==> config.mk <==
export PLATFORM = sky130hd
export DESIGN_NAME = alu_exec_pipe
export DESIGN_NICKNAME = d
export VERILOG_FILES = /design/src/rtl/alu_exec_pipe_pkg.sv /design/src/rtl/alu_comb_core.sv /design/src/rtl/alu_exec_pipe.sv
export SDC_FILE = /design/constraint.sdc
export NUM_CORES = 1
export LEC_CHECK = 0
export ABC_CLOCK_PERIOD_IN_PS = 4400
export CAP_MARGIN = 20
export CORE_UTILIZATION = 39
export DETAILED_ROUTE_END_ITERATION = 16
export GPL_TIMING_DRIVEN = 0
export MAX_ROUTING_LAYER = met4
export PLACE_DENSITY = 0.64
export SETUP_SLACK_MARGIN = 0.4
export SLEW_MARGIN = 20
export SYNTH_ARGS = -nofsm -noshare
export SYNTH_HDL_FRONTEND = slang
export SYNTH_SLANG_ARGS = --single-unit
==> constraint.sdc <==
create_clock -name CLK -period 4.4 [get_ports CLK]
set_clock_uncertainty 0.1 [all_clocks]
set_input_delay 0.44 -clock CLK [delete_from_list [all_inputs] [get_ports CLK]]
set_output_delay 0.44 -clock CLK [all_outputs]
set_load 0.01 [all_outputs]
==> src/rtl/alu_exec_pipe_pkg.sv <==
// -----------------------------------------------------------------------------
// alu_defs
//   Shared ALU control code definitions. The ALU control decoder produces these
//   codes and the execute pipe consumes them, so both sides import this package.
//
//   Contents:
//     ALU_CTRL_W   width of the ALU control code
//     alu_ctrl_t   control code type
//     ALU_*        the five defined operation codes
//     alu_is_legal helper: 1 when a code is one of the defined operations
// -----------------------------------------------------------------------------
package alu_defs;

   localparam int ALU_CTRL_W = 4;

   typedef logic [ALU_CTRL_W-1:0] alu_ctrl_t;

   localparam alu_ctrl_t ALU_AND   = 4'b0000;
   localparam alu_ctrl_t ALU_OR    = 4'b0001;
   localparam alu_ctrl_t ALU_ADD   = 4'b0010;
   localparam alu_ctrl_t ALU_SUB   = 4'b0110;
   localparam alu_ctrl_t ALU_PASSB = 4'b0111;

   function automatic logic alu_is_legal(input alu_ctrl_t ctrl);
      return (ctrl == ALU_AND) || (ctrl == ALU_OR) || (ctrl == ALU_ADD) ||
             (ctrl == ALU_SUB) || (ctrl == ALU_PASSB);
   endfunction

endpackage

==> src/rtl/alu_comb_core.sv <==
// -----------------------------------------------------------------------------
// alu_comb_core
//   Purely combinational ALU datapath: control code plus two operands in,
//   result plus LEGv8 NZVC flags and an illegal-code flag out.
//
//   Ports:
//     ctrl_i     ALU control code
//     a_i, b_i   operands
//     result_o   result (0 for undefined codes)
//     n_o, z_o   negative / zero, derived from the result for every code
//     v_o, c_o   overflow / carry, only nonzero for ADD and SUB
//     illegal_o  ctrl_i is not one of the defined codes
// -----------------------------------------------------------------------------
module alu_comb_core
   import alu_defs::*;
#(
   parameter int WIDTH = 64
) (
   input  logic [ALU_CTRL_W-1:0] ctrl_i,
   input  logic [WIDTH-1:0]      a_i,
   input  logic [WIDTH-1:0]      b_i,
   output logic [WIDTH-1:0]      result_o,
   output logic                  n_o,
   output logic                  z_o,
   output logic                  v_o,
   output logic                  c_o,
   output logic                  illegal_o
);

   localparam int MSB = WIDTH - 1;

   // One extra bit on the adder captures the carry out.
   logic [WIDTH:0] sum_ext;

   always_comb begin
      sum_ext   = '0;
      result_o  = '0;
      v_o       = 1'b0;
      c_o       = 1'b0;
      illegal_o = !alu_is_legal(ctrl_i);

      case (ctrl_i)
         ALU_AND:   result_o = a_i & b_i;
         ALU_OR:    result_o = a_i | b_i;
         ALU_ADD: begin
            sum_ext  = {1'b0, a_i} + {1'b0, b_i};
            result_o = sum_ext[MSB:0];
            c_o      = sum_ext[WIDTH];
            v_o      = (a_i[MSB] == b_i[MSB]) && (sum_ext[MSB] != a_i[MSB]);
         end
         ALU_SUB: begin
            // Two's-complement subtract: carry out of 1 means no borrow.
            sum_ext  = {1'b0, a_i} + {1'b0, ~b_i} + {{WIDTH{1'b0}}, 1'b1};
            result_o = sum_ext[MSB:0];
            c_o      = sum_ext[WIDTH];
            v_o      = (a_i[MSB] != b_i[MSB]) && (sum_ext[MSB] != a_i[MSB]);
         end
         ALU_PASSB: result_o = b_i;
         default:   result_o = '0;
      endcase

      n_o = result_o[MSB];
      z_o = (result_o == '0);
   end

endmodule

==> src/rtl/alu_exec_pipe.sv <==
// -----------------------------------------------------------------------------
// alu_exec_pipe
//   Execute-stage ALU wrapped in a 2-stage valid/ready pipeline. S1 registers
//   the operation (ctrl/a/b/tag); alu_comb_core computes between S1 and S2; S2
//   registers the result and flags, which drive the outputs directly.
//
//   Ports:
//     CLK, Reset               clock; synchronous active-high reset
//     in_valid / in_ready      upstream handshake
//     in_ctrl, in_a, in_b      ALU control code and operands
//     in_tag                   destination tag, carried through unchanged
//     out_valid / out_ready    downstream handshake
//     out_result, out_tag      result and its tag
//     out_n/z/v/c              NZVC flags
//     out_illegal              in_ctrl was not a defined code
//
//   Handshake: a transfer happens on a rising edge where valid & ready are both
//   high. While out_valid & !out_ready every out_* holds stable. in_valid may
//   drop without a transfer. in_ready is the only combinational path from an
//   input (out_ready) to an output.
// -----------------------------------------------------------------------------
module alu_exec_pipe
   import alu_defs::*;
#(
   parameter int WIDTH = 64,
   parameter int TAG_W = 5
) (
   input  logic                  CLK,
   input  logic                  Reset,
   input  logic                  in_valid,
   output logic                  in_ready,
   input  logic [ALU_CTRL_W-1:0] in_ctrl,
   input  logic [WIDTH-1:0]      in_a,
   input  logic [WIDTH-1:0]      in_b,
   input  logic [TAG_W-1:0]      in_tag,
   output logic                  out_valid,
   input  logic                  out_ready,
   output logic [WIDTH-1:0]      out_result,
   output logic [TAG_W-1:0]      out_tag,
   output logic                  out_n,
   output logic                  out_z,
   output logic                  out_v,
   output logic                  out_c,
   output logic                  out_illegal
);

   // S1: operation registers
   logic                  s1_valid_q, s1_valid_d;
   logic [ALU_CTRL_W-1:0] s1_ctrl_q;
   logic [WIDTH-1:0]      s1_a_q, s1_b_q;
   logic [TAG_W-1:0]      s1_tag_q;

   // S2: result registers
   logic                  s2_valid_q, s2_valid_d;
   logic [WIDTH-1:0]      s2_result_q;
   logic [TAG_W-1:0]      s2_tag_q;
   logic                  s2_n_q, s2_z_q, s2_v_q, s2_c_q, s2_illegal_q;

   // Combinational core outputs
   logic [WIDTH-1:0]      core_result;
   logic                  core_n, core_z, core_v, core_c, core_illegal;

   logic                  s2_adv, s1_adv, s1_load, s2_load;

   alu_comb_core #(
      .WIDTH (WIDTH)
   ) u_core (
      .ctrl_i    (s1_ctrl_q),
      .a_i       (s1_a_q),
      .b_i       (s1_b_q),
      .result_o  (core_result),
      .n_o       (core_n),
      .z_o       (core_z),
      .v_o       (core_v),
      .c_o       (core_c),
      .illegal_o (core_illegal)
   );

   // A stage may advance when it is empty or the stage after it is advancing.
   // S1 advancing into a draining S2 on the same edge gives full throughput.
   always_comb begin
      s2_adv     = !s2_valid_q || out_ready;
      s1_adv     = !s1_valid_q || s2_adv;
      s1_load    = in_valid && s1_adv;
      s2_load    = s1_valid_q && s2_adv;
      s1_valid_d = s1_adv ? in_valid   : s1_valid_q;
      s2_valid_d = s2_adv ? s1_valid_q : s2_valid_q;
   end

   assign in_ready = s1_adv;

   // Valid bits and the output-facing S2 registers reset; a same-cycle
   // in_valid is ignored because the valid bits are cleared.
   always_ff @(posedge CLK) begin
      if (Reset) begin
         s1_valid_q   <= 1'b0;
         s2_valid_q   <= 1'b0;
         s2_result_q  <= '0;
         s2_tag_q     <= '0;
         s2_n_q       <= 1'b0;
         s2_z_q       <= 1'b0;
         s2_v_q       <= 1'b0;
         s2_c_q       <= 1'b0;
         s2_illegal_q <= 1'b0;
      end else begin
         s1_valid_q <= s1_valid_d;
         s2_valid_q <= s2_valid_d;
         if (s2_load) begin
            s2_result_q  <= core_result;
            s2_tag_q     <= s1_tag_q;
            s2_n_q       <= core_n;
            s2_z_q       <= core_z;
            s2_v_q       <= core_v;
            s2_c_q       <= core_c;
            s2_illegal_q <= core_illegal;
         end
      end
   end

   // S1 data is only meaningful behind s1_valid_q, so it needs no reset.
   always_ff @(posedge CLK) begin
      if (s1_load) begin
         s1_ctrl_q <= in_ctrl;
         s1_a_q    <= in_a;
         s1_b_q    <= in_b;
         s1_tag_q  <= in_tag;
      end
   end

   assign out_valid   = s2_valid_q;
   assign out_result  = s2_result_q;
   assign out_tag     = s2_tag_q;
   assign out_n       = s2_n_q;
   assign out_z       = s2_z_q;
   assign out_v       = s2_v_q;
   assign out_c       = s2_c_q;
   assign out_illegal = s2_illegal_q;

endmodule
== Yosys cells after proc, flatten, opt, wreduce, memory -nomap -nowiden ==
Cells that the tools add are included.

* Bits in registers: 213
* Bits of input ports: 141
* Output and inout bits: 76

* $add $sub $neg: 3
* Eq/ne operators: 8
* Mux-type cells: 3
* Bitwise gates (word level): 3
* Reductions and logical operators: 15

{| class="wikitable"
|+ Operators with widths
! operator !! count
|-
| $pmux W64 S5 || 1
|-
| $add A64 B64 Y65 || 2
|-
| $add A65 B1 Y65 const B || 1
|-
| $and A64 B64 Y64 || 1
|-
| $logic_not A64 Y1 || 1
|-
| $not A64 Y64 || 1
|-
| $or A64 B64 Y64 || 1
|-
| $eq A4 B3 Y1 const B || 2
|-
| $logic_or A1 B1 Y1 || 6
|-
| $eq A4 B1 Y1 const B || 1
|-
| $eq A4 B2 Y1 const B || 1
|-
| $logic_and A1 B1 Y1 || 4
|-
| $logic_not A4 Y1 || 1
|-
| $pmux W1 S2 || 2
|-
| $logic_not A1 Y1 || 3
|-
| $ne A1 B1 Y1 || 3
|-
| $eq A1 B1 Y1 || 1
|}

== Logic depth before layout (Yosys ltp) ==
Gate-level depths: netlist of the first run.

* Word-level depth: 6
* Depth in mapped cells: 16

== Hierarchy ==
From an unflattened synthesis of the first run, not the netlist that was laid out.

* Cells, all modules: 2438
* Area total of the unflattened synthesis: 20074.3 sq um

{| class="wikitable"
|+ By module, submodules not included
! module !! instances !! cells an instance !! area each (sq um) !! seq. area each (sq um)
|-
| alu_comb_core || 1 || 1971 || 12552.0 || 0.0
|-
| alu_exec_pipe || 1 || 467 || 7522.2 || 5635.4
|}

== Worst setup path after synthesis of the first run ==
No wires, ideal clock.

* Kind: input to register
* Start point: input port out_ready
* End point: register s1_a_q[0] (enable)
* Library setup time: 0.513 ns
* Arrival time: 3.814 ns
* Path slack: -0.027 ns
* Cell stages on the path: 3
* Buffers on the path: 0
* Cell sequence: nor2b_1 nand2_1 and2_1

* Word-level cells in the longest chain between the ends: 3

{| class="wikitable"
|+ Ends and longest elaborated chain
! element !! RTL line !! source
|-
| start: declaration || alu_exec_pipe.sv:37 || <nowiki>input logic out_ready,</nowiki>
|-
| $logic_or A1 B1 Y1 || alu_exec_pipe.sv:82 || <nowiki>s2_adv = !s2_valid_q || out_ready;</nowiki>
|-
| $logic_or A1 B1 Y1 || alu_exec_pipe.sv:83 || <nowiki>s1_adv = !s1_valid_q || s2_adv;</nowiki>
|-
| net in_ready || alu_exec_pipe.sv:31 || <nowiki>output logic in_ready,</nowiki>
|-
| $logic_and A1 B1 Y1 || alu_exec_pipe.sv:84 || <nowiki>s1_load = in_valid && s1_adv;</nowiki>
|-
| net s1_load || alu_exec_pipe.sv:63 || <nowiki>logic s2_adv, s1_adv, s1_load, s2_load;</nowiki>
|-
| end signal: assignment || alu_exec_pipe.sv:124 || <nowiki>s1_a_q <= in_a;</nowiki>
|-
| end: declaration || alu_exec_pipe.sv:50 || <nowiki>logic [WIDTH-1:0] s1_a_q, s1_b_q;</nowiki>
|}

The timed path passes the listed nets, and every way through them passes these cells.
A chain may end at the register's enable or synchronous reset.

== Worst setup path after layout of the first run ==
* Start point: register s1_b_q[8]
* End point: register s2_z_q (netlist: out_z)

* Word-level cells in the longest chain between the ends: 5
* Elaborated cells on any way between the ends: 8

{| class="wikitable"
|+ Ends and longest elaborated chain
! element !! RTL line !! source
|-
| start: declaration || alu_exec_pipe.sv:50 ||
|-
| start signal: assignment || alu_exec_pipe.sv:125 || <nowiki>s1_b_q <= in_b;</nowiki>
|-
| $not A64 Y64 || alu_comb_core.sv:53 || <nowiki>sum_ext = {1'b0, a_i} + {1'b0, ~b_i} + {{WIDTH{1'b0}}, 1'b1};</nowiki>
|-
| $add A64 B64 Y65 || alu_comb_core.sv:53 ||
|-
| $add A65 B1 Y65 || alu_comb_core.sv:53 ||
|-
| $pmux W64 S5 * || alu_comb_core.sv:42 || <nowiki>case (ctrl_i)</nowiki>
|-
| $logic_not A64 Y1 * || alu_comb_core.sv:63 || <nowiki>z_o = (result_o == '0);</nowiki>
|-
| end signal: assignment || alu_exec_pipe.sv:112 || <nowiki>s2_z_q <= core_z;</nowiki>
|-
| end: declaration || alu_exec_pipe.sv:57 || <nowiki>logic s2_n_q, s2_z_q, s2_v_q, s2_c_q, s2_illegal_q;</nowiki>
|}

Mark *: on every way between the ends. The rest lies on a longest branch, timed or not.

==> impl_metrics.yaml, run 1 <==
power:
  power.density_cell_area_nw_per_um2: 282
  power.share.switching: 0.384
  total_switching_power_w: 0.00284
  part_of_the_total_power_dissipated_in_sequential_elements: 0.319
  total_power_w: 0.00740
  power_frac_comb: 0.385
  share_clk_of_total_power: 0.296
  pint_w: 0.00456
  leakagePower_nw: 10.3
  power.ir.vdd_worst_mv: 0.291
global_route:
  grt_first_pass_wirelength_um: 147000
  gr-usage-all-layers: 0.410
  initial_antenna_violation_count: 2
  gr-total-overflow: 0
  via_count_of_the_first_global_routing_pass: 21071
  pin_count_of_the_biggest_net_entering_global_routing: 61
timing:
  hold_viol_final: 0
  maxClockFrequency_mhz: 230
  setup-tns-final_ps: 0
  timing_worst_slew_pin_value_ps: 1200
  period_share: 0.988
  slew_viol_final: 0
  final-setup-viol-count: 0
  worst_slew_margin_rel: 0.202
  timing.hold.ws_ps: 299
  grt_setup_unrepaired: "yes"
  fin_crit_ps: 4350
clock_tree:
  ctsHtreeMaxLevel: 1
  cts_tree: "yes"
  clk_transition_reported_paths_ps: 60
  clock_tree.root_cell: "clkbuf_16"
  clk-insertion-delay-late_ps: 590
  cts-buffers-inserted: 26
  clk_path_buf_depth: 3
  clkSinkCount: 212
floorplanning:
  rows: 81
  coreArea_um2: 49200
  die-width_um: 226
  start_util: 0.397
  floorplan.io_pins: 217
  die_h_um: 226
  fp.dieArea_um2: 50900
routing:
  detailedRoute.firstPassIterationCount: 6
  routed_via_density: 6.51
  routed-via-count: 22581
  drt-met1-wl_um: 44400
  drt_iter0_markers: 2817
  met3WireLength_um: 10700
  drc_errors: 0
  routed_wirelength_um: 104000
  met2RoutedLength_um: 44100
  route.antenna.remaining_nets: 0
  highest_layer: "met4"
  wire_per_inst_um: 30.0
yosys:
  syn-num-nets: 2768
  yosysWarnings: 0
  post_synth_main_area_contributors: "edfxtp_1 21%, ha_1 13%, dfxtp_1 7.7%"
  synth_area_leader_cell: "edfxtp_1"
  synthesis.instances: 2420
  syn_area_per_cell_um2: 8.06
  synth_edf_count: 137
  ys_dominant_reg_cell: "edfxtp_1"
  synth-seq-area-share: 0.288
  yosys.cell_types.count: 97
  syn-cell-area_um2: 19500
  netlist.area_leader.share: 0.211
  postSynth.asyncResetShare: 0
  yosys_register_bits: 212
hold_path:
  min_path_type: "in2reg"
finish:
  fill_cells: 4648
  final_net_count: 3131
  layout-drive-gt1-share: 0.187
  flow.area_growth_from_synthesis_pct: 34.2
  finalInstanceArea_um2: 26200
placed_design:
  io_buffers: 215
  dpl_cell_area_um2: 22600
  gpl.final_weighted_congestion: 1.03
  place_hpwl_um: 80400
outcome:
  status: "completed"
flow_run:
  drv.max_cap_violation_count: 0
worst_setup_path:
  required_ps: 4810
  path_max_fanout: 6
  worstPathArrival_ps: 4760
  timing.critical_path.slowest_cell_delay_ps: 490
  path_buf_inv: 3
  setup_crit_end_kind: "register"
  path_cells: "inv_2, ha_4, buf_6, buf_4, a21oi_4, o21ai_2, a211oi_4, o211ai_4, o31ai_4, o21ai_2, a221o_1, a21oi_4, nand4_1, nor4_4, nand4_1, o31ai_2"
  worst_path_dominant_cell_family: "compound AO/OA/AOI/OAI gates"
  worstSetupStartpointType: "register"
  timing.critical_path.slowest_stage_cell: "edfxtp_1"
  critical_path_class: "reg2reg"
layout make-up:
cell class | count | area [um^2] | share of cell area
sequential | 212 | 5620 | 0.214
tap | 664 | 831 | 0.0317
clock inverter | 6 | 43.8 | 0.00167
timing repair buffer | 336 | 3150 | 0.120
clock buffer | 42 | 816 | 0.0311
inverter | 200 | 758 | 0.0290
buffer | 140 | 890 | 0.0340
multi-input combinational | 1867 | 14100 | 0.538
antenna | 2 | 5.00 | 0.000191
power by group through the flow:
stage / logic, W / registers, W / clock network [W]
after detailed placement: 0.00230 / 0.00240 / 0
after CTS: 0.00262 / 0.00236 / 0.00222
after global placement: 0.00227 / 0.00240 / 0
after global routing: 0.00298 / 0.00237 / 0.00229
final: 0.00285 / 0.00236 / 0.00219
after floorplan: 0.00133 / 0.00239 / 0
metrics by stage:
| step | setup slack (ps) | std cells | utilization |
|---|---|---|---|
| final | 53.5 | 3469 | 0.533 |
| after global placement | -2920 | 3299 | 0.458 |
| after CTS | 303 | 3425 | 0.518 |
| after detailed placement | -1490 | 3305 | 0.460 |
| after global routing | -17.4 | 3467 | 0.533 |
| after floorplan | 811 | 2420 | - |
cells by family after synthesis:
family	synth area share
AOI/OAI and AO/OA	0.297
xor gates and xnor gates	0.00539
adders and majority gates	0.133
buffers and inverters	0.0698
DFF	0.288
muxes	0.0114
and+or+nand+nor	0.195
synth_stat cells (27+ instances only):
library cell	number
a211oi_1	49
a21o_1	36
a21oi_1	230
a221oi_1	49
a22oi_1	29
buf_2	31
clkbuf_1	85
dfxtp_1	75
edfxtp_1	137
ha_1	205
inv_1	194
nand2_1	187
nand3_1	43
nand4_1	50
nor2_1	260
nor3_1	79
nor4_1	43
o21ai_0	120
o21bai_1	27
o31ai_1	41
worst paths after layout:
kind,cells after the start,start,to,slack [ps]
max,16,s1_b_q[8],out_z,50
min reg2reg,2,out_tag[1],out_tag[1],350
max reg2reg,16,s1_b_q[8],out_z,50
min,1,in_a[34],s1_a_q[34],300
cells in the final DEF (no fill, tap or decap), types with 40 or more instances in the layout:
cell type and n:
edfxtp_1 137, nor2_1 253, clkbuf_1 52, ha_1 190, clkdlybuf4s50_1 215, nand4_1 50
nor3_1 64, a211oi_1 41, o21ai_0 101, inv_1 184, dfxtp_1 75, nand3_1 40
buf_4 133, a21oi_1 185, nand2_1 180
timing repair:
action                     in CTS  in global routing
resized for setup             333                109
pin swaps                      65                 49
setup buffers                  73                 42
setup endpoints to repair      56                 16
hold buffers                    0                  0
registers in the layout (all words and copies together), names as in the netlist, 4 cells and up:
signal and count:
out_tag 5, s1_ctrl_q 4, s1_a_q 64, s1_tag_q 5
s1_b_q 64, out_result 64
layer usage:
metal,GRT usage,vias to the layer above
met5,-,-
met4,0.166,0
met3,0.0684,258
met2,0.597,1437
met1,0.561,11129
li1,-,9757
No activity file was read; power rests on OpenSTA's default activity.
==> run 2: changes to the inputs <==
--- a/config.mk
+++ b/config.mk
@@ -7,9 +7,9 @@
 export LEC_CHECK = 0
 export ABC_CLOCK_PERIOD_IN_PS = 4400
 export CAP_MARGIN = 20
+export CORE_MARGIN = 8
 export CORE_UTILIZATION = 39
 export DETAILED_ROUTE_END_ITERATION = 16
-export GPL_TIMING_DRIVEN = 0
 export MAX_ROUTING_LAYER = met4
 export PLACE_DENSITY = 0.64
 export SETUP_SLACK_MARGIN = 0.4
==> run 2 against run 1 <==
  * Global-route usage fell by 8.6 points
  * Combinational power is 7.7% higher
  * Die area grew 13%
  * Setup slack improved by 98 ps
  * Cell count up 8.6%
  * Sequential power about the same
  * Sequential share of layout area decreased by 1.6 points
  * Power rose by 5.2%
  * Via count fell by 0.86%
  * Utilization is 3.5 points higher
  * Critical endpoint unchanged
==> impl_metrics.yaml, run 2 (same netlist as run 1, synthesis figures left out) <==
clock_tree:
  clkSinkCount: 212
  clk_transition_reported_paths_ps: 70
  ctsHtreeMaxLevel: 1
  clk-insertion-delay-late_ps: 590
  hold_buffers: 0
  cts-buffers-inserted: 27
  clock_tree.root_cell: "clkbuf_16"
  clk_path_buf_depth: 3
  cts_tree: "yes"
routing:
  routed_wirelength_um: 94300
  route.antenna.remaining_nets: 0
  routed-via-count: 22386
  drc_errors: 0
  routed_via_density: 5.94
  drt_iter0_markers: 2230
  detailedRoute.firstPassIterationCount: 5
  wire_per_inst_um: 25.0
placed_design:
  gpl.final_weighted_congestion: 1.01
  place_hpwl_um: 75200
  detailedPlace.worstSlack_ps: -659
  io_buffers: 216
outcome:
  status: "completed"
worst_setup_path:
  required_ps: 4820
  worst_path_dominant_cell_family: "compound AO/OA/AOI/OAI gates"
  worstSetupStartpointType: "register"
  timing.reg2reg.setup_slack_ps: 150
  critical_path_class: "reg2reg"
  path_cells: "buf_6, ha_4, fa_2, o21bai_4, nand3_2, a31o_4, buf_4, a21oi_4, buf_4, o21a_1, o21ai_1, a31o_2, o32ai_4, buf_4, nand4_1, nor4_4, nand4_1, o31ai_2"
  timing.critical_path.slowest_cell_delay_ps: 420
  worstSetupPathDepth: 18
  path_max_fanout: 4
  reg2reg_depth: 18
  path_buf_inv: 4
  worstPathArrival_ps: 4660
  timing.critical_path.mode_cell: "buf_4"
  setup_crit_end_kind: "register"
  timing.critical_path.slowest_stage_cell: "edfxtp_1"
global_route:
  via_count_of_the_first_global_routing_pass: 21767
  grt_first_pass_wirelength_um: 139000
  pin_count_of_the_biggest_net_entering_global_routing: 69
  gr-usage-all-layers: 0.324
  initial_antenna_violation_count: 0
  gr-total-overflow: 0
hold_path:
  min_path_type: "in2reg"
  hold_critical_path_depth: 1
timing:
  maxClockFrequency_mhz: 235
  hold_viol_final: 0
  timing_worst_slew_pin_value_ps: 1010
  slew_viol_final: 0
  final-setup-viol-count: 0
  worst_slew_margin_rel: 0.321
  postLayoutSetupSlackWorst_ps: 151
  grt_setup_unrepaired: "yes"
  period_share: 0.966
  fin_crit_ps: 4250
  timing.hold.ws_ps: 299
power:
  power.density_cell_area_nw_per_um2: 275
  power.ir.vdd_worst_mv: 0.356
  leakagePower_nw: 11.8
finish:
  layout-drive-gt1-share: 0.263
  area_of_combinational_cells_with_multiple_inputs_um2: 13600
  regArea_um2: 5620
  final_net_count: 3423
  antenna_cells_inserted: 0
  final_cell_mix: "522 x buf_4, 255 x nor2_1, 215 x clkdlybuf4s50_1"
  flow.area_growth_from_synthesis_pct: 44.9
  fill_cells: 4621
  layout.cells.most_common: "buf_4"
floorplanning:
  die_h_um: 240
  floorplan.io_pins: 217
  start_util: 0.392
  fp.dieArea_um2: 57400
  coreArea_um2: 49800
  die-width_um: 240
  rows: 82
flow_run:
  drv.max_cap_violation_count: 0
## run 2: cell types whose count changed in the layout (fill, tap and decap cells not counted), sizes merged
| cell | delta |
|---|---|
| buf | +379 |
| bufinv | +2 |
| clkbuf | -92 |
| clkdlybuf4s15 | -1 |
| clkinv | +3 |
| diode | -2 |
| inv | +2 |
## run 2: path summary, 6_finish.rpt
kind,startpoint,to
setup / recovery,s1_b_q[0],out_z
hold / removal,in_b[36],s1_b_q[36]
setup reg to reg,s1_b_q[0],out_z
hold reg to reg,out_result[36],out_result[36]
## run 2: repair_timing
| item | CTS | global route |
|---|---|---|
| endpoints found under the setup margin | 22 | 12 |
| pin swaps | 67 | 44 |
| setup buffers | 53 | 13 |
| gates resized for setup | 174 | 52 |
| gates cloned | 1 | 0 |
## run 2: area by class of cell
cell class	instances	area share
clock buffers	37	0.0289
clock inverters	13	0.00478
inverters	200	0.0266
multi-input cells	1867	0.483
flip-flops and latches	212	0.199
well taps	672	0.0297
repair buffers	767	0.229
## run 2: routing by layer
metal / vias to the layer above / wire [um] / GRT usage
met3: 156 / 6800 / 0.0384
met5: - / 0 / -
met2: 1000 / 42600 / 0.513
li1: 10333 / - / -
met1: 10897 / 41500 / 0.431
met4: 0 / 3480 / 0.0991
## run 2: through the flow
stage / total power, W / cells / area (um^2) / setup TNS (ps) / utilization
2_1_floorplan: 0.00372 / 2420 / 19500 / 0 / -
3_3_place_gp: 0.00509 / 3651 / 25700 / -1630 / 0.516
3_5_place_dp: 0.00511 / 3651 / 25700 / -1470 / 0.516
4_1_cts: 0.00771 / 3755 / 27900 / 0 / 0.561
5_1_grt: 0.00809 / 3768 / 28300 / 0 / 0.568
6_report: 0.00778 / 3768 / 28300 / 0 / 0.568
## run 2: report_power, final
group          switching [W]  internal, W  leakage [nW]  total [W]
registers          0.0000953      0.00225          1.95    0.00235
clock network       0.000948      0.00142         0.462    0.00237
logic                0.00174      0.00133          9.41    0.00307
